--- config.mk ---
export PLATFORM = sky130hd
export DESIGN_NAME = write_back_arbiter_flat
export DESIGN_NICKNAME = d
export VERILOG_FILES = /design/src/rtl/write_back_arbiter_if.sv /design/src/rtl/write_back_arbiter.sv /design/src/flat_wrapper.sv
export SDC_FILE = /design/constraint.sdc
export NUM_CORES = 1
export LEC_CHECK = 0
export ABC_CLOCK_PERIOD_IN_PS = 6250
export BUFFER_PORTS_ARGS = -buffer_cell sky130_fd_sc_hd__buf_2
export CORE_MARGIN = 1.5
export CORE_UTILIZATION = 25
export DETAILED_ROUTE_END_ITERATION = 10
export PLACE_DENSITY = 0.52
export RECOVER_POWER = 50
export SETUP_SLACK_MARGIN = 0.2
export SYNTH_ARGS = -nofsm -noshare
export SYNTH_HDL_FRONTEND = slang
export SYNTH_SLANG_ARGS = --single-unit
--- constraint.sdc ---
create_clock -name clock -period 6.25 [get_ports clock]
set_input_delay 0.9375 -clock clock [delete_from_list [all_inputs] [get_ports clock]]
set_output_delay 0.9375 -clock clock [all_outputs]
set_load 0.05 [all_outputs]
--- src/rtl/write_back_arbiter_if.sv ---
// rtl/write_back_arbiter_if.sv - execute/load request and register-file write bundle for write_back_arbiter
//
// Purpose: groups the execute request, the load-return request and the
// registered register-file write port into one bundle.
//   master : the execute/memory stages and the register file (drives requests, observes writes)
//   slave  : the arbiter (drives ready/write/occupancy, observes requests)
// Signals:
//   alu_valid/alu_ready/alu_dest/alu_data : execute result handshake
//   mem_valid/mem_ready/mem_dest/mem_data : load-return handshake into the load FIFO
//   write_address/write_data/write_enable : registered register-file write port
//   load_pending                          : load FIFO occupancy (0..2)
interface write_back_arbiter_if #(
    parameter int DATA_SIZE = 32,
    parameter int GPR_SIZE  = 5
);
    logic                 alu_valid;
    logic                 alu_ready;
    logic [GPR_SIZE-1:0]  alu_dest;
    logic [DATA_SIZE-1:0] alu_data;
    logic                 mem_valid;
    logic                 mem_ready;
    logic [GPR_SIZE-1:0]  mem_dest;
    logic [DATA_SIZE-1:0] mem_data;
    logic [GPR_SIZE-1:0]  write_address;
    logic [DATA_SIZE-1:0] write_data;
    logic                 write_enable;
    logic [1:0]           load_pending;

    modport master (
        output alu_valid, alu_dest, alu_data,
        output mem_valid, mem_dest, mem_data,
        input  alu_ready, mem_ready,
        input  write_address, write_data, write_enable, load_pending
    );

    modport slave (
        input  alu_valid, alu_dest, alu_data,
        input  mem_valid, mem_dest, mem_data,
        output alu_ready, mem_ready,
        output write_address, write_data, write_enable, load_pending
    );
endinterface

--- src/rtl/write_back_arbiter.sv ---
// rtl/write_back_arbiter.sv - round-robin arbiter for the register-file write port (ALU vs buffered loads)
//
// Purpose: shares the single register-file write port between execute results
// and load returns. Loads are buffered in a 2-entry FIFO; the ALU request and
// the FIFO head are arbitrated round-robin and the winner is registered onto
// the write port.
// Ports:
//   clock : rising-edge clock
//   reset : asynchronous, active-high; clears FIFO, write port and arbitration history
//   bus   : write_back_arbiter_if.slave (requests in, ready/write/occupancy out)
module write_back_arbiter #(
    parameter int DATA_SIZE = 32,
    parameter int GPR_SIZE  = 5
) (
    input  logic                  clock,
    input  logic                  reset,
    write_back_arbiter_if.slave   bus
);
    localparam int ENTRY_W = GPR_SIZE + DATA_SIZE;

    // FIFO is a 2-deep shift structure: slot0 is always the head.
    logic [1:0]           count_q, count_d;
    logic [ENTRY_W-1:0]   slot0_q, slot0_d;
    logic [ENTRY_W-1:0]   slot1_q, slot1_d;
    // 1 = ALU was granted most recently, 0 = FIFO head was.
    logic                 last_alu_q, last_alu_d;
    logic                 write_enable_q, write_enable_d;
    logic [GPR_SIZE-1:0]  write_address_q, write_address_d;
    logic [DATA_SIZE-1:0] write_data_q, write_data_d;

    logic                 req_alu, req_mem;
    logic                 grant_alu, grant_mem;
    logic                 mem_ready, push;
    logic [ENTRY_W-1:0]   push_entry;
    logic [GPR_SIZE-1:0]  win_dest;
    logic [DATA_SIZE-1:0] win_data;

    always_ff @(posedge clock or posedge reset) begin
        if (reset) begin
            count_q         <= 2'd0;
            slot0_q         <= '0;
            slot1_q         <= '0;
            last_alu_q      <= 1'b0;
            write_enable_q  <= 1'b0;
            write_address_q <= '0;
            write_data_q    <= '0;
        end else begin
            count_q         <= count_d;
            slot0_q         <= slot0_d;
            slot1_q         <= slot1_d;
            last_alu_q      <= last_alu_d;
            write_enable_q  <= write_enable_d;
            write_address_q <= write_address_d;
            write_data_q    <= write_data_d;
        end
    end

    // Arbitration: FIFO eligibility comes from registered count only, so a
    // load pushed this cycle cannot be granted until the next one.
    always_comb begin
        req_alu   = bus.alu_valid;
        req_mem   = (count_q != 2'd0);
        grant_alu = req_alu && (!req_mem || !last_alu_q);
        grant_mem = req_mem && (!req_alu || last_alu_q);

        last_alu_d = last_alu_q;
        if (grant_alu) begin
            last_alu_d = 1'b1;
        end else if (grant_mem) begin
            last_alu_d = 1'b0;
        end
    end

    always_comb begin
        mem_ready  = (count_q != 2'd2);
        push       = bus.mem_valid && mem_ready;
        push_entry = {bus.mem_dest, bus.mem_data};

        slot0_d = slot0_q;
        slot1_d = slot1_q;
        count_d = count_q;
        case ({push, grant_mem})
            2'b10: begin
                if (count_q == 2'd0) begin
                    slot0_d = push_entry;
                end else begin
                    slot1_d = push_entry;
                end
                count_d = count_q + 2'd1;
            end
            2'b01: begin
                slot0_d = slot1_q;
                count_d = count_q - 2'd1;
            end
            2'b11: begin
                // Push needs count < 2 and pop needs count > 0, so count is 1:
                // the new entry simply replaces the departing head.
                slot0_d = push_entry;
            end
            default: begin
            end
        endcase
    end

    // Write port: register-0 writes still complete the handshake but are
    // squashed to an all-zero idle write.
    always_comb begin
        win_dest = grant_alu ? bus.alu_dest : slot0_q[ENTRY_W-1:DATA_SIZE];
        win_data = grant_alu ? bus.alu_data : slot0_q[DATA_SIZE-1:0];

        write_enable_d  = 1'b0;
        write_address_d = '0;
        write_data_d    = '0;
        if ((grant_alu || grant_mem) && (win_dest != '0)) begin
            write_enable_d  = 1'b1;
            write_address_d = win_dest;
            write_data_d    = win_data;
        end
    end

    assign bus.alu_ready     = grant_alu;
    assign bus.mem_ready     = mem_ready;
    assign bus.write_enable  = write_enable_q;
    assign bus.write_address = write_address_q;
    assign bus.write_data    = write_data_q;
    assign bus.load_pending  = count_q;
endmodule
--- src/flat_wrapper.sv ---
// flat-port wrapper written by rule: the top's interface ports become plain ports
module write_back_arbiter_flat 
#(
    parameter int DATA_SIZE = 32,
    parameter int GPR_SIZE  = 5
)
  (clock, reset, bus_alu_valid, bus_alu_dest, bus_alu_data, bus_mem_valid, bus_mem_dest, bus_mem_data, bus_alu_ready, bus_mem_ready, bus_write_address, bus_write_data, bus_write_enable, bus_load_pending);
  write_back_arbiter_if #(.DATA_SIZE(DATA_SIZE), .GPR_SIZE(GPR_SIZE)) bus_i ();
  input  logic clock;
  input  logic reset;
  input wire logic [$bits(bus_i.alu_valid)-1:0] bus_alu_valid;
  input wire logic [$bits(bus_i.alu_dest)-1:0] bus_alu_dest;
  input wire logic [$bits(bus_i.alu_data)-1:0] bus_alu_data;
  input wire logic [$bits(bus_i.mem_valid)-1:0] bus_mem_valid;
  input wire logic [$bits(bus_i.mem_dest)-1:0] bus_mem_dest;
  input wire logic [$bits(bus_i.mem_data)-1:0] bus_mem_data;
  output wire logic [$bits(bus_i.alu_ready)-1:0] bus_alu_ready;
  output wire logic [$bits(bus_i.mem_ready)-1:0] bus_mem_ready;
  output wire logic [$bits(bus_i.write_address)-1:0] bus_write_address;
  output wire logic [$bits(bus_i.write_data)-1:0] bus_write_data;
  output wire logic [$bits(bus_i.write_enable)-1:0] bus_write_enable;
  output wire logic [$bits(bus_i.load_pending)-1:0] bus_load_pending;
  assign bus_i.alu_valid = bus_alu_valid;
  assign bus_i.alu_dest = bus_alu_dest;
  assign bus_i.alu_data = bus_alu_data;
  assign bus_i.mem_valid = bus_mem_valid;
  assign bus_i.mem_dest = bus_mem_dest;
  assign bus_i.mem_data = bus_mem_data;
  assign bus_alu_ready = bus_i.alu_ready;
  assign bus_mem_ready = bus_i.mem_ready;
  assign bus_write_address = bus_i.write_address;
  assign bus_write_data = bus_i.write_data;
  assign bus_write_enable = bus_i.write_enable;
  assign bus_load_pending = bus_i.load_pending;
  write_back_arbiter #(.DATA_SIZE(DATA_SIZE), .GPR_SIZE(GPR_SIZE)) u_core (.clock(clock), .reset(reset), .bus(bus_i));
endmodule
==> flow_summary.ini, run 1 <==
[pwr]
power.density_nw_per_um2 = 620
switching_share = 0.385
p_sw_mw = 1.53
clock_power_share = 0.262
pwr-share-seq = 0.328
p_leak_nw = 2.89
internal_power_mw = 2.44
p_comb_frac = 0.411
vdd_drop_max_mv = 0.249

[drt]
final_antenna_net_count = 0
wirelength_um = 12400
via_per_inst = 4.41
drt_iter0_markers = 77
drc = 0
drt_pass1_iterations = 4
wire_per_inst_um = 15.8
vias = 3464

[worst_setup_path]
path_delay_family = buffers and inverters
start_kind = primary input
max_stage_delay_ns = 1.38
crit_path_end_kind = async pin
crit_chain = buf_2 > clkinvlp_2 > clkbuf_2
cp.arrival_ns = 3.78
path_buf_inv = 3
worst_ep_required_time_ns = 6.45
slowest_stage = clkbuf_2
path_max_fanout = 65
crit_type = primary input to async pin

[status]
violations = capacitance limit, slew limit
status = complete, but fails checks

[layout]
fin_cells = 786
num_antenna_cells = 0
nets = 588
seqCellArea_um2 = 2880
multi_input_area_um2 = 1980
drive_gt1_frac = 0.440
n_fill_cell = 2013
syn_to_final_growth_pct = 28.2

[global_routing]
grt_first_pass_wirelength_um = 19800
grt_max_degree = 66
track_usage = 0.127
grt_pass1_vias = 3756
overflow = 0
antenna_found_initial = 1

[die]
coreArea_um2 = 19500
die_area_um2 = 20800
initial_core_util = 0.256
ios = 120
die_w_um = 144
row_count = 51
die_h_um = 144

[clocking]
clock-root-buffer = clkbuf_16
worstSkewPairLatency_ns = 0.41
cts_inserted_buffers = 17
cts_hold_buf = 0
cts_buffer_depth = 2
cts_resized = 0
cts_tree = yes
cts_num_sinks = 115
cts_setup_buffers = 0
clk_pin_slew_ns = 0.05
cts-htree-levels = 4

[sta]
timing.fmax_ghz = 0.280
rsz0062_at_grt = no
period_needed_ns = 3.57
period_share = 0.571
slew_viol_final = 118
finalWorstSetupSlack_ns = 2.68
final_hold_viol_count = 0
skew_ns = 0.0104
fin_tns_setup_ns = 0
setup_violations = 0
tightest_slew_ns = 2.25
relSlewSlack = -0.511

[synth]
synth_top_cell_by_area = dfrtp_1
synth_top_area_frac = 0.576
syn_area_um2 = 4990
synth_area_leaders = dfrtp_1, mux2_2, nand2_1
synthArstFlopShare = 1.00
ys_seq_area_frac = 0.576
yosys_warnings = 0
synth_edf_count = 0
synth_cell_type_count = 29
synth_seq_cells = 115
syn_inst = 394
synth_ff_type = dfrtp_1
syn_area_per_cell_um2 = 12.7
synth_nets = 474

[placed_design]
io_buffers = 119
gp_congestion = 0.758
dp_hpwl_um = 7900
dp.cells = 754
dp_slack_ns = 2.89

[run]
cap_viol_max_count = 2

[worst_hold_path]
hp-class = flip-flop to flip-flop
power by group through the flow:
stage               Combinational, mW  Sequential (mW)  Clock, mW
finish                           1.63             1.30       1.04
floorplan                       0.917             1.69          0
detailed placement               1.69             1.31          0
global route                     1.76             1.35       1.10
global placement                 1.64             1.29          0
CTS                              1.69             1.30       1.07
per-layer routing:
metal	track usage	part of all wire
met1	0.155	0.45
met2	0.208	0.47
met3	0.0397	0.060
met4	0.0484	0.013
met5	0	0.0010
state kept, by name, summed over array words and instances, names as in the netlist:
name,cells
u_core.bus.write_address,5
u_core.bus.load_pending,2
u_core.bus.write_enable,1
u_core.slot1_q,37
u_core.last_alu_q,1
u_core.bus.write_data,32
u_core.slot0_q,37
cells by family after synthesis:
family | synth area share
multiplexers | 0.250
flip-flops | 0.576
adder cells (fa/ha/maj) | 0.00501
buffers and inverters | 0.0328
XOR/XNOR | 0.00526
AO/OA/AOI/OAI | 0.0631
AND/OR/NAND/NOR | 0.0672
cell usage in the layout (no fill, tap or decap), types with 2 or more instances in the layout:
cell type,instances
clkbuf_16,17
buf_2,80
o21ai_0,6
inv_1,3
a21oi_1,6
mux2_2,111
or4_1,2
clkbuf_8,3
xnor2_1,2
buf_4,2
nand2_1,65
bufinv_16,4
nor2_1,4
clkbuf_1,43
clkinvlp_4,2
dfrtp_1,115
o22ai_1,32
nand3_1,5
worst paths after layout:
path	from	to	slack [ns]	depth (start not counted)
max in group clock	bus_alu_valid	u_core.slot0_q[5]	3.24	7
worst max-delay path	reset	u_core.slot0_q[27]	2.68	3
worst min-delay path	u_core.slot1_q[25]	u_core.slot1_q[25]	0.50	1
min in group asynchronous	reset	u_core.bus.write_data[12]	1.12	2
worst min register to register	u_core.slot1_q[25]	u_core.slot1_q[25]	0.50	1
worst max register to register	u_core.bus.load_pending[0]	u_core.slot0_q[5]	3.45	6
area by class of cell:
type	count	area share
clock inverter	8	0.0233
timing repair buffer	122	0.0885
tap	265	0.0518
sequential	115	0.450
multi-input combinational	248	0.309
inverter	4	0.00254
clock buffer	24	0.0753
synth_stat cells, drive strengths merged, types with 2 or more instances:
library cell / count
o22ai: 33
or4: 2
a21oi: 7
inv: 4
mux2: 111
xnor2: 2
dfrtp: 115
nor2: 4
o21ai: 7
clkbuf: 9
nand2: 66
ha: 2
nand3: 5
buf: 18
per-stage QoR:
step	power (mW)	area, µm²	util	hold WS, ns
after CTS	4.06	6450	0.331	0.501
after global placement	2.93	5820	0.298	0.481
final	3.97	6400	0.328	0.498
after detailed placement	3.00	5820	0.298	0.487
after floorplan	2.61	4990	-	0.474
after global routing	4.22	6400	0.328	0.513
No activity file was read; power rests on OpenSTA's default activity.
==> inputs of run 2 (changes only) <==
--- a/config.mk
+++ b/config.mk
@@ -5,12 +5,12 @@
 export SDC_FILE = /design/constraint.sdc
 export NUM_CORES = 1
 export LEC_CHECK = 0
-export ABC_CLOCK_PERIOD_IN_PS = 6250
+export ABC_CLOCK_PERIOD_IN_PS = 3000
 export BUFFER_PORTS_ARGS = -buffer_cell sky130_fd_sc_hd__buf_2
 export CORE_MARGIN = 1.5
 export CORE_UTILIZATION = 25
 export DETAILED_ROUTE_END_ITERATION = 10
-export PLACE_DENSITY = 0.52
+export PLACE_DENSITY = 0.54
 export RECOVER_POWER = 50
 export SETUP_SLACK_MARGIN = 0.2
 export SYNTH_ARGS = -nofsm -noshare
==> constraint.sdc (replaced) <==
create_clock -name clock -period 3 [get_ports clock]
set_input_delay 0.45 -clock clock [delete_from_list [all_inputs] [get_ports clock]]
set_output_delay 0.45 -clock clock [all_outputs]
set_load 0.05 [all_outputs]
==> run 2 against run 1 <==
The run still ends with capacitance limit, slew limit left. Combinational power grew 110%. Hold slack lost 0.21 ns. Count of clock-buffer cells in the layout is the same. Highest routed layer is now met4.
==> flow_summary.ini, run 2 (synthesis results as in run 1) <==
[global_routing]
grt_pass1_vias = 3561
overflow = 0
track_usage = 0.122
grt_max_degree = 76
grt_first_pass_wirelength_um = 19000
antenna_found_initial = 0

[worst_setup_path]
crit_type = flip-flop to flip-flop
r2r_cells = 7
r2r-start = u_core.bus.load_pending[0]
path_common_cell = mux2_2
worst_ep_required_time_ns = 3.28
crit_chain = or2_1 > o21ai_0 > inv_1 > ha_2 > buf_12 > mux2_2 > mux2_2
start_kind = flip-flop
crit_path_start = u_core.bus.load_pending[0]
slowest_stage = dfrtp_1
path_max_fanout = 38
max_stage_delay_ns = 0.54
crit_path_end_kind = flip-flop
cp.arrival_ns = 2.56

[sta]
relSlewSlack = -0.451
setup_violations = 0
rsz0062_at_grt = no
slew_viol_final = 117
timing.fmax_ghz = 0.439
period_share = 0.760
tightest_slew_ns = 2.18
period_needed_ns = 2.28
skew_ns = 0.00733
fin_tns_setup_ns = 0
final_hold_viol_count = 0

[layout]
nets = 594
final_common_cell = dfrtp_1
drive_gt1_frac = 0.482
num_antenna_cells = 0
seqCellArea_um2 = 2880
n_fill_cell = 2011
syn_to_final_growth_pct = 30.4
multi_input_area_um2 = 1980
final_cell_mix = dfrtp_1, mux2_2, buf_2, nand2_1, o22ai_1

[status]
status = complete, but fails checks
violations = capacitance limit, slew limit

[pwr]
vdd_drop_max_mv = 0.594
p_leak_nw = 3.00
power.density_nw_per_um2 = 1280
power_mw = 8.36

[clocking]
cts_resized = 0
cts_inserted_buffers = 17
cts-htree-levels = 4
cts_num_sinks = 115
clock-root-buffer = clkbuf_16
cts_tree = yes
cts_buffer_depth = 2
clk_pin_slew_ns = 0.05
worstSkewPairLatency_ns = 0.40
cts_hold_buf = 0
cts_setup_buffers = 0

[die]
initial_core_util = 0.256
coreArea_um2 = 19500
die_h_um = 144
row_count = 51
ios = 120
die_w_um = 144
die_area_um2 = 20800

[drt]
final_antenna_net_count = 0
drc = 0
drt_iter0_markers = 128
vias = 3428
wirelength_um = 12100
via_per_inst = 4.33
drt_pass1_iterations = 4
wire_per_inst_um = 15.3

[worst_hold_path]
holdPathStages = 2
hp-class = primary input to flip-flop
min_from = bus_mem_data[30]

[placed_design]
gp_congestion = 0.741
io_buffers = 119
dp_hpwl_um = 8070

[run]
cap_viol_max_count = 2
## run 2: changes by cell type in the layout (fill, tap and decap cells not counted), sizes merged
cell / change
buf: +24
clkbuf: -18
clkinvlp: -1
inv: +1
## run 2: area by class of cell
type,instances,share of cell area
multi-input combinational,248,0.304
clock buffer,24,0.0755
clock inverter,8,0.0225
timing repair buffer,128,0.103
tap,265,0.0509
inverter,4,0.00250
sequential,115,0.442
## run 2: worst max-delay path, delay by kind of cell, from the launching register on
kind                     cells  cell delay (ns)
multiplexers                 2             0.64
flip-flops                   1             0.54
buffers and inverters        2             0.34
AND/OR/NAND/NOR              1             0.27
adder cells (fa/ha/maj)      1             0.19
AO/OA/AOI/OAI                1             0.16
## run 2: stage by stage
step	util	hold WS (ns)	cell area, µm²	setup slack [ns]	std cells
after floorplan	-	0.474	5000	0.162	394
after global placement	0.303	0.481	5910	0.717	760
after detailed placement	0.303	0.487	5910	0.687	760
after CTS	0.335	0.195	6550	0.715	792
after global routing	0.333	0.269	6510	0.490	792
final	0.333	0.287	6510	0.721	792
## run 2: path summary, 6_finish.rpt
| kind | endpoint | slack (ns) |
|---|---|---|
| setup reg to reg | u_core.slot0_q[16] | 0.72 |
| min in group asynchronous | u_core.slot0_q[0] | 0.71 |
| hold / removal | u_core.slot1_q[30] | 0.29 |
| setup / recovery | u_core.slot0_q[16] | 0.72 |
| hold reg to reg | u_core.slot1_q[24] | 0.50 |
| max in group asynchronous | u_core.slot0_q[24] | 0.88 |
## run 2: where the power goes
group	internal [mW]	switching, mW
Clock	1.48	0.683
Combinational	1.37	2.11
Sequential	2.35	0.374
Total	5.19	3.17
## run 2: per-layer routing
metal  vias to the layer above  share of wire  global-route usage
met5                         -              0                   0
met4                         0         0.0094              0.0335
met3                        12          0.067              0.0483
met2                       122           0.48               0.197
met1                      1671           0.44               0.150
li1                       1623              -                   -
